--- src/rtl/fetch_stage.sv ---
// Instruction-fetch stage: owns the PC, drives the instruction-memory address
// and registers the returned word into the IF/ID register for decode.
module fetch_stage #(
  parameter logic [31:0] RESET_PC = 32'h0000_0000,
  parameter int          CNT_W    = 16
) (
  input  logic             clk,
  input  logic             rst,
  input  logic             stall_f,
  input  logic             stall_d,
  input  logic             flush_d,
  input  logic             br_taken,
  input  logic [31:0]      br_target,
  output logic [31:0]      imem_addr,
  input  logic [31:0]      imem_instr,
  output logic [31:0]      instr_d,
  output logic [31:0]      pc_d,
  output logic [31:0]      pc_plus8_d,
  output logic             valid_d,
  output logic [CNT_W-1:0] fetch_count
);

  logic [31:0] pc_f;
  logic [31:0] pc_next;
  logic        ifid_load;

  // Branch redirect wins over a fetch stall; the target is always word-aligned.
  always_comb begin
    pc_next = pc_f + 32'd4;
    if (br_taken) begin
      pc_next = {br_target[31:2], 2'b00};
    end else if (stall_f) begin
      pc_next = pc_f;
    end
  end

  always_ff @(posedge clk or negedge rst) begin
    if (!rst) begin
      pc_f <= RESET_PC;
    end else begin
      pc_f <= pc_next;
    end
  end

  assign imem_addr = pc_f;
  assign ifid_load = !flush_d && !stall_d;

  always_ff @(posedge clk or negedge rst) begin
    if (!rst) begin
      instr_d <= 32'h0;
      pc_d    <= 32'h0;
      valid_d <= 1'b0;
    end else if (flush_d) begin
      instr_d <= 32'h0;
      pc_d    <= 32'h0;
      valid_d <= 1'b0;
    end else if (!stall_d) begin
      instr_d <= imem_instr;
      pc_d    <= pc_f;
      valid_d <= 1'b1;
    end
  end

  assign pc_plus8_d = pc_d + 32'd8;

  // Counts words handed to decode; sticks at all ones.
  always_ff @(posedge clk or negedge rst) begin
    if (!rst) begin
      fetch_count <= '0;
    end else if (ifid_load && (fetch_count != {CNT_W{1'b1}})) begin
      fetch_count <= fetch_count + 1'b1;
    end
  end

endmodule

--- config.mk ---
export PLATFORM = sky130hd
export DESIGN_NAME = fetch_stage
export DESIGN_NICKNAME = d
export VERILOG_FILES = /design/src/rtl/fetch_stage.sv
export SDC_FILE = /design/constraint.sdc
export NUM_CORES = 1
export LEC_CHECK = 0
export ABC_AREA = 0
export ABC_CLOCK_PERIOD_IN_PS = 3000
export CAP_MARGIN = 25
export CORE_MARGIN = 2
export CORE_UTILIZATION = 43
export CTS_CLUSTER_SIZE = 30
export DETAILED_ROUTE_END_ITERATION = 8
export DONT_BUFFER_PORTS = 1
export GPL_TIMING_DRIVEN = 0
export SLEW_MARGIN = 5
export SYNTH_ARGS = -nofsm -noshare
export SYNTH_HDL_FRONTEND = slang
export SYNTH_SLANG_ARGS = --single-unit
export TNS_END_PERCENT = 100
--- constraint.sdc ---
create_clock -name clk -period 3 [get_ports clk]
set_input_delay 0.3 -clock clk [delete_from_list [all_inputs] [get_ports clk]]
set_output_delay 0.3 -clock clk [all_outputs]
set_load 0.005 [all_outputs]
==> impl_metrics.json, run 1 <==
{
  "min_period_over_period_pct": 90.9,
  "drive_above_1_share_pct": 5.31,
  "syn_area_um2": 5610,
  "synth_edf_count": 0,
  "leakage_nw": 2.77,
  "post-place-ws_ns": 0.487,
  "grt_max_degree": 111,
  "die_area_um2": 14000,
  "antenna_cells": 0,
  "clk_pin_slew_ns": 0.07,
  "hold_buffers": 2,
  "critPathRequiredTime_ns": 2.70,
  "ctsResizeCount": 0,
  "gp_congestion": 0.811,
  "fmax_ghz": 0.367,
  "finalCriticalPeriod_ns": 2.73,
  "drv_cap": 0,
  "final-setup-viol-count": 0,
  "cp.arrival_ns": 2.43,
  "synth_flop_cell": "dfrtp_1",
  "yosys.cell_types.count": 43,
  "first_global_vias": 4317,
  "synth-seq-cells": 110,
  "hold_ws_ns": 0.0795,
  "synth_cells": 566,
  "outcome": "complete, no violations",
  "grt_use_total_pct": 21.1,
  "core-area_um2": 12700,
  "worst_slack_ns": 0.273,
  "syn_avg_cell_area_um2": 9.91,
  "fp.dieH_um": 118,
  "tightest_slew_ns": 0.893,
  "vias_per_cell": 5.79,
  "numCtsBuffers": 9,
  "setup_tns_ns": 0,
  "final_cell_area_um2": 6150,
  "die_w_um": 118,
  "rows": 41,
  "wirelength_um": 14700,
  "post-cts-setup-buffer-count": 0,
  "ant_nets": 0,
  "clock-root-buffer": "clkbuf_16",
  "via_count": 4375,
  "fin_skew_ns": 0.0102,
  "report.final.slew_viol_count": 0,
  "placed_cell_area_um2": 5840,
  "htree_num_levels": 3,
  "synthArstFlopShare_pct": 100,
  "critical_path.max_fanout": 6,
  "antenna_found_initial": 0,
  "clock_path_buffers": 2,
  "ios": 215,
  "hold_violations": 0,
  "syn_to_final_growth_pct": 9.57,
  "cts_tree": "built",
  "path_class": "flop to primary output",
  "final_common_cell": "dfrtp_1",
  "wl_per_cell_um": 19.5,
  "slew_headroom_pct": 40.0,
  "drt_iter0_drc": 224,
  "worstSetupStartpointType": "flop",
  "cts_sinks": 110,
  "final_cell_mix": "dfrtp_1 (110), nor2_1 (85), mux2i_1 (63)",
  "grt_first_pass_wirelength_um": 23700,
  "synth-seq-area-share_pct": 49.1,
  "end_kind": "primary output",
  "place.detailed.hpwl_um": 10600,
  "ir_drop_v": 0.000235,
  "drc": 0,
  "rsz0062_at_grt": "no",
  "nets": 654,
  "overflow": 0,
  "yosysWarnings": 0,
  "hold_class": "input pin to flop",
  "port_buffers": 0,
  "power_density_nw_per_um2": 549,
  "start_util_pct": 44.3,
  "first_pass_iters": 4,
  "clkLatencyLatePin_ns": 0.35
}
[cell usage after synthesis, types with 2 or more instances]
library cell,count,share of area [%]
and3_1,10,1.1
ha_1,3,0.67
or3_1,2,0.22
or3_2,2,0.27
a31oi_1,16,1.8
xor2_1,28,4.4
dfrtp_1,110,49
clkbuf_1,17,1.1
nor2_1,85,5.7
nor4_1,7,0.78
a2111oi_0,2,0.31
a21oi_1,2,0.18
o21ai_0,19,1.7
buf_4,6,0.80
xnor2_1,22,3.4
buf_2,2,0.18
buf_1,10,0.67
or4_1,15,2.0
nand3_1,27,2.4
mux2i_1,63,11
nor3_1,11,0.98
o31ai_1,13,1.7
o211ai_1,2,0.27
nand2_1,42,2.8
inv_1,9,0.60
nand4_1,16,1.8
and4_1,6,0.94
and2_1,4,0.45
[critical path: stages, from the launching register on]
cell     delay [ns]
dfrtp_1        0.45
ha_1           0.24
nand4_1        0.20
nor3_1         0.74
and3_1         0.27
xor2_1         0.19
[stage by stage]
stage,cells,util (%),power [mW]
2_1_floorplan,567,-,2.10
3_3_place_gp,739,46.0,2.22
3_5_place_dp,740,46.1,2.24
4_1_cts,756,48.5,3.40
5_1_grt,756,48.5,3.54
6_report,756,48.5,3.37
[report_power, final]
part | switching (mW) | leakage (nW) | internal [mW] | total (mW)
sequential | 0.238 | 1.41 | 1.62 | 1.86
combinational | 0.218 | 1.22 | 0.169 | 0.388
clock | 0.508 | 0.138 | 0.622 | 1.13
[path summary, 6_finish.rpt]
check / from / endpoint / slack (ns) / cells after the start
setup / recovery: pc_d[3] / pc_plus8_d[15] / 0.27 / 5
hold / removal: br_target[14] / imem_addr[14] / 0.08 / 2
setup reg to reg: imem_addr[2] / imem_addr[18] / 0.50 / 6
hold reg to reg: fetch_count[15] / fetch_count[15] / 0.55 / 1
max in group asynchronous: rst / imem_addr[30] / 1.98 / 2
min in group asynchronous: rst / fetch_count[2] / 0.62 / 2
[sequential cells by signal, indices dropped and copies added (netlist names)]
signal	count
valid_d	1
fetch_count	16
instr_d	32
pc_d	31
imem_addr	30
[cell families after synthesis]
group,count (synthesis),share of synthesized area [%]
AND/OR/NAND/NOR,238,21.3
buffers and inverters,45,3.59
multiplexers,64,11.4
XOR/XNOR,50,7.80
AO/OA/AOI/OAI,55,6.11
flip-flops,110,49.1
other,1,0.0668
adder cells (fa/ha/maj),3,0.669
[routing by layer]
layer | global-route usage [%] | vias to the layer above | share of wire [%]
li1 | - | 2026 | -
met1 | 26.6 | 2132 | 43
met2 | 34.1 | 201 | 46
met3 | 6.71 | 16 | 9.5
met4 | 7.61 | 0 | 1.5
met5 | 0 | - | 0
[cell type report]
| cell class | instances | area (um2) |
|---|---|---|
| Clock buffer | 13 | 270 |
| Multi-Input combinational cell | 412 | 2660 |
| Fill cell | 1199 | 6520 |
| Sequential cell | 110 | 2750 |
| Tap cell | 172 | 215 |
| Clock inverter | 1 | 5.00 |
| Buffer | 36 | 168 |
| Timing Repair Buffer | 3 | 42.5 |
| Inverter | 9 | 33.8 |
Note: power is estimated with default switching activity, not from simulation.
==> run 2, diff against run 1 <==
Settings changed: ABC_CLOCK_PERIOD_IN_PS 3000 to not set, SLEW_MARGIN 5 to 25.
==> run 2 against run 1 <==
  * Count of clock-buffer cells in the layout stayed put
  * Final cell count is 0.13% higher
  * Combinational power hardly changed
  * Global-route usage hardly changed
  * Critical path depth stayed put
  * Total power is 5.9% higher
  * Sequential share of layout area is 0.44 points lower
  * Routed wire length is 0.33% lower
  * Clock skew is 0.0012 ns lower
  * Register-to-register slack worse by 0.03 ns
  * Clock power is 18% higher
  * Maximum frequency is 0.71% lower
  * Largest power group unchanged
==> impl_metrics.json, run 2 (synthesis results as in run 1) <==
{
  "outcome": "complete, no violations",
  "overflow": 0,
  "leakage_nw": 2.79,
  "die_w_um": 118,
  "placed_cell_area_um2": 5840,
  "holdPathStages": 2,
  "drive_above_1_share_pct": 5.64,
  "p_total_mw": 3.57,
  "power_density_nw_per_um2": 575,
  "cts_sinks": 110,
  "r2r_slack_ns": 0.47,
  "worst_slack_ns": 0.253,
  "finish.utilization_pct": 49.0,
  "hold_violations": 0,
  "tightest_slew_ns": 0.909,
  "ir_drop_v": 0.000320,
  "multi_input_area_um2": 2670,
  "clk_pin_slew_ns": 0.07,
  "min_period_over_period_pct": 91.6,
  "fin_skew_ns": 0.00896,
  "timing.rr.start": "imem_addr[2]",
  "swShare_pct": 27.6,
  "cp.arrival_ns": 2.45,
  "fmax_ghz": 0.364,
  "power_frac_seq_pct": 52.0,
  "core-area_um2": 12700,
  "htree_num_levels": 3,
  "report.final.slew_viol_count": 0,
  "ant_nets": 0,
  "path_class": "flop to primary output",
  "numCtsBuffers": 9,
  "clkLatencyLatePin_ns": 0.35,
  "drc": 0,
  "wirelength_um": 14700,
  "nets": 653,
  "worstRegToRegCells": 6,
  "seq_area_um2": 2750,
  "grt_first_pass_wirelength_um": 23700,
  "num-fill-cells": 1225,
  "via_count": 4365,
  "first_global_vias": 4314,
  "start_util_pct": 44.3,
  "largest-register": "instr_d",
  "critical_path.max_fanout": 6,
  "setup_tns_ns": 0,
  "comb_power_share_pct": 10.9,
  "final_cell_mix": "dfrtp_1 (110), nor2_1 (85), mux2i_1 (63)",
  "cts_tree": "built",
  "min_from": "br_target[13]",
  "hold_class": "input pin to flop",
  "clkPwrFrac_pct": 37.2,
  "largest_reg_flops": 32,
  "antenna_cells": 0,
  "worstSetupStartpointType": "flop",
  "final_common_cell": "dfrtp_1",
  "grt_max_degree": 111,
  "antenna_found_initial": 0,
  "vias_per_cell": 5.77,
  "ios": 215,
  "holdPathEnd": "imem_addr[13]",
  "drt_iter0_drc": 289,
  "place.detailed.hpwl_um": 10500,
  "critPathRequiredTime_ns": 2.70,
  "fp.dieH_um": 118,
  "final-setup-viol-count": 0,
  "ctsResizeCount": 0,
  "rsz0062_at_grt": "no",
  "rows": 41,
  "clock_path_buffers": 2,
  "end_kind": "primary output",
  "port_buffers": 0,
  "syn_to_final_growth_pct": 10.7,
  "wl_per_cell_um": 19.4,
  "final_cell_area_um2": 6210,
  "first_pass_iters": 4,
  "grt_use_total_pct": 21.1,
  "reg2reg_to": "imem_addr[18]",
  "p_int_mw": 2.59,
  "post-place-ws_ns": 0.508,
  "clock-root-buffer": "clkbuf_16",
  "drv_cap": 0,
  "slew_headroom_pct": 38.9,
  "gp_congestion": 0.811,
  "die_area_um2": 14000,
  "net-switching-power_mw": 0.985,
  "finalCriticalPeriod_ns": 2.75
}
==> run 2: through the flow <==
step	std cells	hold slack (ns)
floorplan	567	0.00441
global placement	739	0.00674
detailed placement	739	0.00686
CTS	757	0.0637
global route	757	0.0844
finish	757	0.0761
==> run 2: repair_timing <==
| action | 4_1_cts | 5_1_grt |
|---|---|---|
| hold buffers | 2 | 0 |
| endpoints found under the hold margin | 110 | 0 |
| setup buffers | 0 | 0 |
==> run 2: worst max-delay path by stage <==
stage	startpoint	endpoint	slack, ns	cells after the start
floorplan	pc_d[3]	pc_plus8_d[27]	1.09	5
detailed placement	imem_addr[2]	imem_addr[18]	0.51	6
global route	pc_d[3]	pc_plus8_d[15]	0.02	5
global placement	pc_d[10]	pc_plus8_d[24]	0.42	4
finish	pc_d[3]	pc_plus8_d[15]	0.25	5
CTS	pc_d[3]	pc_plus8_d[15]	0.24	5
==> run 2: final cells by class <==
class,instances,area share (%)
Inverter,9,0.544
Multi-Input combinational cell,412,43.0
Timing Repair Buffer,2,0.604
Sequential cell,110,44.3
Clock inverter,3,1.05
Clock buffer,13,4.35
Buffer,36,2.70
Tap cell,172,3.47
==> run 2: layer usage <==
metal  GRT usage [%]  wire [um]
met5               0          0
met4            6.70        157
met3            6.08       1290
met2            34.1       6800
met1            27.4       6450
==> run 2: worst max-delay path, cell delays in order (launching register included) <==
cell	delay, ns
dfrtp_1	0.45
ha_1	0.23
nand4_1	0.20
nor3_1	0.75
and3_1	0.27
xor2_1	0.20
==> run 2: power by group through the flow <==
stage	Combinational [mW]	Clock (mW)	Sequential [mW]
2_1_floorplan	0.297	0	1.80
3_3_place_gp	0.344	0	1.88
3_5_place_dp	0.355	0	1.88
4_1_cts	0.394	1.36	1.85
5_1_grt	0.444	1.42	1.88
6_report	0.388	1.33	1.86
